**src/rtl/cipher_word_serializer_if.sv**
```systemverilog
// rtl/cipher_word_serializer_if.sv - block-in / word-out handshake bundle for the cipher word serializer
interface cipher_word_serializer_if #(
  parameter int DATA_WIDTH = 128,
  parameter int WORD_WIDTH = 32
);
  logic                  ser_valid_in;
  logic [DATA_WIDTH-1:0] ser_data_in;
  logic                  ser_ready_out;
  logic [WORD_WIDTH-1:0] ser_data_out;
  logic                  ser_valid_out;
  logic                  ser_ready_in;
  logic                  ser_last_out;

  modport slave (
    input  ser_valid_in,
    input  ser_data_in,
    input  ser_ready_in,
    output ser_ready_out,
    output ser_data_out,
    output ser_valid_out,
    output ser_last_out
  );

  modport master (
    output ser_valid_in,
    output ser_data_in,
    output ser_ready_in,
    input  ser_ready_out,
    input  ser_data_out,
    input  ser_valid_out,
    input  ser_last_out
  );
endinterface

```
**src/rtl/cipher_word_serializer.sv**
```systemverilog
// rtl/cipher_word_serializer.sv - buffers ciphertext blocks in a small FIFO and emits them MSW-first as words
module cipher_word_serializer #(
  parameter int DATA_WIDTH = 128,
  parameter int WORD_WIDTH = 32,
  parameter int FIFO_DEPTH = 2
) (
  input  logic                      clk,
  input  logic                      rst,
  cipher_word_serializer_if.slave   ser,
  output logic                      overflow,
  output logic [15:0]               block_count
);
  localparam int WORDS = DATA_WIDTH / WORD_WIDTH;
  localparam int IDX_W = (WORDS > 1) ? $clog2(WORDS) : 1;
  localparam int PTR_W = (FIFO_DEPTH > 1) ? $clog2(FIFO_DEPTH) : 1;
  localparam int CNT_W = $clog2(FIFO_DEPTH + 1);
  localparam logic [IDX_W-1:0] LAST_IDX = IDX_W'(WORDS - 1);
  localparam logic [PTR_W-1:0] LAST_PTR = PTR_W'(FIFO_DEPTH - 1);
  localparam logic [CNT_W-1:0] FULL_CNT = CNT_W'(FIFO_DEPTH);

  logic [DATA_WIDTH-1:0] mem [FIFO_DEPTH];
  logic [PTR_W-1:0]      wr_ptr;
  logic [PTR_W-1:0]      rd_ptr;
  logic [CNT_W-1:0]      count;
  logic [IDX_W-1:0]      word_idx;

  logic [DATA_WIDTH-1:0] head;
  logic [WORD_WIDTH-1:0] head_words [WORDS];
  logic                  valid;
  logic                  last_word;
  logic                  xfer;
  logic                  pop;
  logic                  ready;
  logic                  push;
  logic                  drop;

  function automatic logic [PTR_W-1:0] ptr_next(input logic [PTR_W-1:0] p);
    return (p == LAST_PTR) ? '0 : p + 1'b1;
  endfunction

  assign head = mem[rd_ptr];

  // Word 0 is the most significant slice of the block.
  for (genvar k = 0; k < WORDS; k++) begin : g_words
    assign head_words[k] = head[DATA_WIDTH-1-k*WORD_WIDTH -: WORD_WIDTH];
  end

  assign valid     = (count != '0);
  assign last_word = valid && (word_idx == LAST_IDX);
  assign xfer      = valid && ser.ser_ready_in;
  assign pop       = xfer && last_word;
  assign ready     = (count < FULL_CNT) || pop;
  assign push      = rst && ser.ser_valid_in && ready;
  assign drop      = ser.ser_valid_in && !ready;

  assign ser.ser_valid_out = valid;
  assign ser.ser_data_out  = valid ? head_words[word_idx] : '0;
  assign ser.ser_last_out  = last_word;
  assign ser.ser_ready_out = ready;

  always_ff @(posedge clk) begin
    if (push) mem[wr_ptr] <= ser.ser_data_in;
  end

  always_ff @(posedge clk) begin
    if (!rst) begin
      wr_ptr      <= '0;
      rd_ptr      <= '0;
      count       <= '0;
      word_idx    <= '0;
      overflow    <= 1'b0;
      block_count <= '0;
    end else begin
      if (push) wr_ptr <= ptr_next(wr_ptr);
      if (pop) begin
        rd_ptr      <= ptr_next(rd_ptr);
        block_count <= block_count + 16'd1;
      end
      if (xfer) word_idx <= last_word ? '0 : word_idx + 1'b1;
      // A push coinciding with the final-word pop leaves occupancy unchanged.
      case ({push, pop})
        2'b10:   count <= count + 1'b1;
        2'b01:   count <= count - 1'b1;
        default: count <= count;
      endcase
      if (drop) overflow <= 1'b1;
    end
  end
endmodule

```
**src/flat_wrapper.sv**
```systemverilog
// flat-port wrapper written by rule: the top's interface ports become plain ports
module cipher_word_serializer_flat 
#(
  parameter int DATA_WIDTH = 128,
  parameter int WORD_WIDTH = 32,
  parameter int FIFO_DEPTH = 2
)
  (clk, rst, overflow, block_count, ser_ser_valid_in, ser_ser_data_in, ser_ser_ready_in, ser_ser_ready_out, ser_ser_data_out, ser_ser_valid_out, ser_ser_last_out);
  cipher_word_serializer_if #(.DATA_WIDTH(DATA_WIDTH), .WORD_WIDTH(WORD_WIDTH)) ser_i ();
  input  logic clk;
  input  logic rst;
  output logic overflow;
  output logic [15:0] block_count;
  input wire logic [$bits(ser_i.ser_valid_in)-1:0] ser_ser_valid_in;
  input wire logic [$bits(ser_i.ser_data_in)-1:0] ser_ser_data_in;
  input wire logic [$bits(ser_i.ser_ready_in)-1:0] ser_ser_ready_in;
  output wire logic [$bits(ser_i.ser_ready_out)-1:0] ser_ser_ready_out;
  output wire logic [$bits(ser_i.ser_data_out)-1:0] ser_ser_data_out;
  output wire logic [$bits(ser_i.ser_valid_out)-1:0] ser_ser_valid_out;
  output wire logic [$bits(ser_i.ser_last_out)-1:0] ser_ser_last_out;
  assign ser_i.ser_valid_in = ser_ser_valid_in;
  assign ser_i.ser_data_in = ser_ser_data_in;
  assign ser_i.ser_ready_in = ser_ser_ready_in;
  assign ser_ser_ready_out = ser_i.ser_ready_out;
  assign ser_ser_data_out = ser_i.ser_data_out;
  assign ser_ser_valid_out = ser_i.ser_valid_out;
  assign ser_ser_last_out = ser_i.ser_last_out;
  cipher_word_serializer #(.DATA_WIDTH(DATA_WIDTH), .WORD_WIDTH(WORD_WIDTH), .FIFO_DEPTH(FIFO_DEPTH)) u_core (.clk(clk), .rst(rst), .ser(ser_i), .overflow(overflow), .block_count(block_count));
endmodule
```
**config.mk**
```make
export PLATFORM = sky130hd
export DESIGN_NAME = cipher_word_serializer_flat
export DESIGN_NICKNAME = d
export VERILOG_FILES = /design/src/rtl/cipher_word_serializer_if.sv /design/src/rtl/cipher_word_serializer.sv /design/src/flat_wrapper.sv
export SDC_FILE = /design/constraint.sdc
export NUM_CORES = 1
export LEC_CHECK = 0
export CAP_MARGIN = 20
export CORE_AREA = 10 10 158 160
export DETAILED_ROUTE_END_ITERATION = 8
export DIE_AREA = 0 0 168 170
export DONT_BUFFER_PORTS = 1
export HOLD_SLACK_MARGIN = 0.12
export SYNTH_ARGS = -nofsm -noshare
export SYNTH_HDL_FRONTEND = slang
export SYNTH_SLANG_ARGS = --single-unit
```
**constraint.sdc**
```tcl
create_clock -name clk -period 9.31 [get_ports clk]
set_input_delay 1.862 -clock clk [delete_from_list [all_inputs] [get_ports clk]]
set_output_delay 1.862 -clock clk [all_outputs]
set_load 0.1 [all_outputs]
```
Word-level counts from Yosys, hierarchy flattened
Memory sizes are Yosys's and may differ from the RTL's. A register that Yosys moved wholly into a read port is not among the register bits.
Cells that the tools add are included.
- add/sub/neg operators: 6
- $lt $le $gt $ge: 2
- equal/unequal tests: 3
- multiplexer cells: 12
- bitwise operators: 1
- reductions and logical operators: 10
- operators by type and width (cell ; number):
    $mux 32 ; 3
    $bmux 32 s2 ; 1
    $add 16x1->16 const B ; 1
    $logic_and 1x1->1 ; 6
    $mux 1 ; 6
    $add 2x1->2 const B ; 2
    $eq 2x2->1 const B ; 2
    $pmux 2 s2 ; 1
    $reduce_bool 2->1 ; 2
    $ge 3x3->1 const B ; 1
    $not 2->3 ; 1
    $add 1x1->1 const B ; 2
    $eq 2x1->1 const B ; 1
    $lt 2x2->1 const B ; 1
    $mux 2 ; 1
    $sub 2x1->2 const B ; 1
    $logic_not 1->1 ; 1
    $logic_or 1x1->1 ; 1
- register bits: 23
- RAM bits: 256
- output and inout port bits: 52
- word-level logic and storage cells: 41
- memories kept: 1
- memories (memory ; depth ; width ; rd ports ; clocked after Yosys merged registers in ; write ports ; RTL line ; RTL):
    u_core.mem ; 2 ; 128 ; 1 ; 1 ; 1 ; cipher_word_serializer.sv:21 ; logic [DATA_WIDTH-1:0] mem [FIFO_DEPTH];

Depth between registers and ports, before layout
Gate-level depths: netlist of the first run.
- depth in word-level cells: 7
- mapped depth: 8
- depth with buffers taken out: 8

Worst setup path before layout of the first run
Ideal clock, no wire load.
- kind: input port to flip-flop
- start point: input port ser_ser_ready_in
- end point: memory u_core.mem[0][0], enable pin
- library setup time: 618 ps
- data arrival time: 8022 ps
- required time: 8692 ps
- setup slack: 670 ps
- stages: 4
- buffers on the path: 0
- cells stage by stage: a21bo_2 and3_1 inv_1 nor2_1
- word-level cells in the longest chain between the ends: 6
- RTL lines (element ; RTL line ; RTL):
    start: declaration ; flat_wrapper.sv:16 ; input wire logic [$bits(ser_i.ser_ready_in)-1:0] ser_ser_ready_in;
    $logic_and 1x1->1 ; cipher_word_serializer.sv:50 ; assign xfer = valid && ser.ser_ready_in;
    $logic_and 1x1->1 ; cipher_word_serializer.sv:51 ; assign pop = xfer && last_word;
    $logic_or 1x1->1 ; cipher_word_serializer.sv:52 ; assign ready = (count < FULL_CNT) || pop;
    $logic_and 1x1->1 ; cipher_word_serializer.sv:53 ; assign push = rst && ser.ser_valid_in && ready;
    $mux 1 ; cipher_word_serializer.sv:62 ; if (push) mem[wr_ptr] <= ser.ser_data_in;
    $mux 1 (implied by the code) ; cipher_word_serializer.sv:62 ;
    end: declaration ; cipher_word_serializer.sv:21 ;
No other way between the ends.

==> results of run 1 <==
[power by group through the flow]
stage | registers, mW | logic (mW) | clock network (mW)
global placement | 1.47 | 0.181 | 0
floorplan | 1.46 | 0.157 | 0
CTS | 1.44 | 0.183 | 1.08
finish | 1.44 | 0.180 | 1.05
detailed placement | 1.47 | 0.183 | 0
global route | 1.45 | 0.190 | 1.13
[worst max-delay path, delay by kind of cell (launching register included)]
family                 cells  cell delay, ns
buffers and inverters      1            0.65
muxes                      2            0.46
and+or+nand+nor            1            0.85
DFF                        1            0.78
[state kept, by name (all words and copies together), names as in the netlist, named ones only]
name and flops:
u_core.count 2, u_core.wr_ptr 1, u_core.overflow 1, u_core.mem 256, u_core.block_count 16, u_core.rd_ptr 1
u_core.word_idx 2
[placed cells by master (no fill, tap or decap), drive strengths merged]
cell / count
inv: 5
dfxtp: 24
nor2: 48
o211a: 1
o21ai: 8
o2111a: 1
clkbuf: 47
nand2: 4
nand4: 4
mux4: 64
or4: 1
and2: 5
edfxtp: 256
clkinv: 4
a31oi: 1
ha: 3
nor3: 1
xnor2: 4
and3: 2
o31ai: 1
mux2i: 34
buf: 8
a21bo: 1
or3: 7
xor2: 8
a21oi: 9
nand3: 6
and4: 2
[worst paths after layout]
check / start / to / slack [ns] / cells after the start
worst min register to register: u_core.rd_ptr / u_core.rd_ptr / 0.58 / 2
worst max register to register: u_core.word_idx[1] / u_core.mem[1][96] / 4.86 / 6
worst min-delay path: u_core.rd_ptr / u_core.rd_ptr / 0.58 / 2
worst max-delay path: flip-flop / ser_ser_data_out[3] / 4.10 / 4
[routing by layer]
| layer | part of all wire, % | vias up |
|---|---|---|
| met5 | 0 | - |
| met4 | 1.8 | 0 |
| met3 | 14 | 31 |
| met2 | 48 | 178 |
| met1 | 36 | 2487 |
| li1 | - | 2149 |
[logic make-up (layout without fill, tap and decap cells)]
group	after synthesis	count (layout)	share of synthesized area [%]
simple gates	80	80	3.60
fa+ha+maj	3	3	0.350
xor+xnor	12	12	0.979
compound gates	22	22	1.21
flops	280	280	76.1
mux	98	98	16.6
buf+inv	28	64	1.14
[through the flow]
stage	hold WS (ns)	setup WS [ns]	std cells
global route	0.603	3.82	839
detailed placement	0.570	4.56	787
floorplan	0.498	0.670	523
CTS	0.582	3.96	839
finish	0.578	4.10	839
global placement	0.570	4.58	787
[area by class of cell]
| class | instances | area, µm² |
|---|---|---|
| fillers | 1630 | 9670 |
| inverters | 4 | 15.0 |
| clock inverters | 5 | 38.8 |
| flip-flops and latches | 280 | 8180 |
| multi-input cells | 215 | 2540 |
| well taps | 280 | 350 |
| clock buffers | 47 | 835 |
| repair buffers | 8 | 60.1 |
==> metrics.txt, run 1 <==
synthesized area per cell=around 20 µm²; CTS Buf Count=29; DRT Pass-1 Iters=4; Synth Warn #=0; initial antenna violation count=0; worst slew pin tran=between 1 and 1.5 ns; via-per-instance ratio=5.77; leading cell type by number of instances after synthesis=edfxtp_1; GRT Util Overall=about 14%; synth cell count leaders=edfxtp_1, mux4_2, nor2_1; CP Capture Type=primary output; Setup Skew=between 0.01 and 0.015 ns; Worst Path Max Fanout=33; crit-path cells=buf_4 > mux4_2 > mux2i_1 > nor2_2; GR Util met2=between 20% and 30%; Final ANT Viol Nets=0; setup TNS=0 ns; Post-CTS Setup Repair Bufs=0; relative slew slack=about a quarter; worst min-delay path category=reg2reg; share of the synthesized area in the top cell type=slightly above 70%; Yosys top cell by area=edfxtp_1; Syn Nets=~660; vias=4845; cell count after synthesis=523; Initial Util=between 40% and 50%; Max Slew Vio Count=0; Post-Syn Area=approximately 0.011 mm²; Seq pwr share=between 50% and 60%; post-route cell area=around 0.012 mm²; sw frac=about 22%; Gate power share=between 6 and 7%; dpl hpwl=around 13000 µm; largest net degree at the start of global routing=slightly above 70; LEAKAGE=roughly 3.7 nW; Period minus WS final=about 5.2 ns; largest cells by area after synthesis=edfxtp_1, mux4_2, dfxtp_1, mux2i_1, nor2_1; WS Path Type=reg2out; port bufs=0; final core occ=about 55%; Post-synth EDFFs=256; Global Route met1 Usage=about 16%; 1st-iter DRT viols=341; peak supply drop=0.176 mV; WL final=about 21000 µm; Placement Cell Area=0.0111 mm²; H-tree Lvls=1; clock share of power=approximately 39%; DRC Markers=0; Nets=around 670; vias in the first global route=approximately 5.3k; Fin. Hold Viols=0; Design Power=roughly 2.7 mW; CP max stage cell=nor2_2; outcome=finished, final reports clean; Startpoint Class=flip-flop; ant diodes=0; CTS-repair resized insts=0; Die ar.=about 0.029 mm²; Ports=between 150 and 200; Placeable Area=about 0.022 mm²; Most used DFF post-synth=edfxtp_1; hold buffers post-CTS=0; DR WL/cell=between 20 and 25 µm; worst endpoint required time=around 7.5 ns; GR Layer Usage met3=under 10%; internal power=between 2 and 2.5 mW; share of cells above drive strength 1=between 20 and 30%; first-pass GRT wire length=approximately 32000 µm; clock sink total=between 200 and 300; TritonCTS clock tree=built; # rows=54; gr ovfl total=0; clk_lat worst skew=approximately 0.55 ns; gr busiest metal=met2; CP arrival=3.35 ns; Seq/Total Area, Yosys=76.1%; Synth cell types=31; slowest stage delay, CP=0.85 ns; Clock Pin Slew Worst Setup and Hold Paths=approximately 0.06 ns; Power Density=roughly 220 mW/mm²; die height=roughly 170 µm; Die Width=168 µm; area delta synth->final=12.0%; clk buf depth=3; share of flip-flops with an asynchronous set or reset=0%; GP Congestion=about 0.74; root buf cell=clkbuf_16; Switch Pwr=between 0.6 and 0.7 mW; # Max-Cap Violations=0; # setup viols final=0; Final Cycle Share=56.0%; unrepaired setup endpoints after global routing=false; fmax=around 0.19 GHz; Yosys reg bits=280
Note: power is estimated with default switching activity, not from simulation.
==> run 2, diff against run 1 <==
Clock period 9.31 ns to 5.3 ns, I/O delays scaled along.
==> metrics.txt, run 2 (synthesized netlist as in run 1, its figures left out) <==
worst endpoint required time=4.24 ns (-3.21 ns); GRT Util Overall=14.6% (+0.35 points); Initial Util=49.5% (unchanged); Fin. Hold Viols=0 (unchanged); CP Capture Type=primary output; CP arrival=2.94 ns (-0.41 ns); FF-to-FF path depth=6 (unchanged); DRT Pass-1 Iters=4 (unchanged); share of cells above drive strength 1=27.9% (+0.84 points); Biggest register=u_core.mem; Max Slew Vio Count=0 (unchanged); peak supply drop=0.310 mV (+77%); Die ar.=0.0286 mm² (unchanged); vias=4865 (+0.41%); fmax=roughly 0.25 GHz; area delta synth->final=13.2%; Largest regs=u_core.mem x256, u_core.block_count x16; via-per-instance ratio=5.79 (+0.29%); commonest non-fill, non-tap cell in the layout=edfxtp_1; die height=170 µm (unchanged); crit-path leading delay family=flip-flops; Placeable Area=0.0217 mm² (unchanged); commonest cells after routing, fill and taps aside=edfxtp_1, mux4_2, mux2i_1, nor2_2, clkbuf_16; relative slew slack=23.5% (about the same); final core occ=56.0% (+0.64 points); hold path startpoint=u_core.rd_ptr; clk buf depth=3 (unchanged); largest net degree at the start of global routing=71 (unchanged); CP max stage cell=dfxtp_4; unrepaired setup endpoints after global routing=false; outcome=finished, final reports clean; WL final=21100 µm (+1.3%); worst slew pin tran=1.15 ns (+0.000200 ns); vias in the first global route=5283 (-0.21%); worst min-delay path category=reg2reg; clk_lat worst skew=0.53 ns (-0.02 ns); Period minus WS final=between 4 and 5 ns; CTS-repair resized insts=0 (unchanged); dpl hpwl=13600 µm (+1.9%); gr ovfl total=0 (unchanged); WS Path Type=reg2out; LEAKAGE=3.74 nW (+1.7%); DR WL/cell=25.1 µm (+1.2%); Startpoint Class=flip-flop; Post-CTS Setup Repair Bufs=0 (unchanged); H-tree Lvls=1 (unchanged); FF-to-FF setup slack=1.69 ns (-3.17 ns); slowest stage delay, CP=1.01 ns (+0.16 ns); DRC Markers=0 (unchanged); Die Width=168 µm (unchanged); CP Buf/Inv Count=0 (-1); Nets=673 (unchanged); # setup viols final=0 (unchanged); post-layout instance count excluding filler cells=840 (+0.12%); CTS Buf Count=28 (-3.4%); Final ANT Viol Nets=0 (unchanged); launching point of the worst reg2reg path=u_core.word_idx[0]; Placed Cells incl. Taps=788 (+0.13%); WHS Path Cells=2 (unchanged); port bufs=0 (unchanged); root buf cell=clkbuf_16; Worst Path Max Fanout=67 (+100%); GP Congestion=0.756 (+2.1%); hold buffers post-CTS=0 (unchanged); setup TNS=0 ns (unchanged); 1st-iter DRT viols=406 (+19%); first-pass GRT wire length=32400 µm (+1.9%); Ports=184 (unchanged); TritonCTS clock tree=built; # rows=54 (unchanged); reg2reg end=u_core.mem[0][15]; Setup Skew=0.00964 ns (-0.00532 ns); max FFs per register=256 (unchanged); ant diodes=0 (unchanged); Final Cycle Share=75.5%; crit-path cells=mux4_2 > mux2i_1 > nor2_2; Power Density=404 mW/mm² (+81%); # Max-Cap Violations=0 (unchanged); clock sink total=280 (unchanged); initial antenna violation count=0 (unchanged); Clock Pin Slew Worst Setup and Hold Paths=0.06 ns (about the same); Min-Delay Endpoint=u_core.rd_ptr
run 2: changes by cell type in the layout (fill, tap and decap cells not counted), sizes merged:
cell / change
buf: +1
bufinv: +6
clkbuf: -10
clkinv: +5
inv: -1
run 2: final cells by class:
type	instances	area, µm²
well taps	280	350
clock buffers	37	756
fillers	1616	9540
inverters	4	15.0
flip-flops and latches	280	8180
multi-input cells	215	2540
repair buffers	9	92.6
clock inverters	15	224
run 2: worst max-delay path by stage:
stage,depth (start not counted),to,from
detailed placement,5,u_core.mem[1][90],u_core.word_idx[0]
CTS,4,ser_ser_data_out[17],flip-flop
floorplan,3,u_core.mem[1][0],ser_ser_ready_in
finish,3,ser_ser_data_out[22],u_core.word_idx[0]
global route,4,ser_ser_data_out[9],flip-flop
global placement,5,u_core.mem[1][122],u_core.word_idx[0]
run 2: through the flow:
stage	total power, mW	hold WS (ns)	setup slack (ns)	instance area [µm²]
floorplan	2.84	0.512	0.0109	10700
global placement	2.90	0.573	1.68	11200
detailed placement	2.91	0.569	1.63	11200
CTS	4.97	0.584	1.20	12200
global route	5.08	0.597	1.07	12200
finish	4.91	0.584	1.30	12200
run 2: tightest hold or removal path, cell delays in order, from the launching register on:
cell and delay [ns]:
dfxtp_1 0.32, xor2_1 0.07, and2_1 0.15
run 2: routing by layer:
layer,global-route usage [%],vias up,share of wire [%]
li1,-,2155,-
met1,16.6,2505,35
met2,23.4,184,49
met3,8.64,21,14
met4,2.99,0,1.0
met5,0,-,0
run 2: power by group:
group / switching [mW] / total (mW) / internal [mW]
clock network: 0.769 / 2.06 / 1.29
logic: 0.242 / 0.318 / 0.0757
registers: 0.0364 / 2.54 / 2.50
total: 1.05 / 4.91 / 3.87
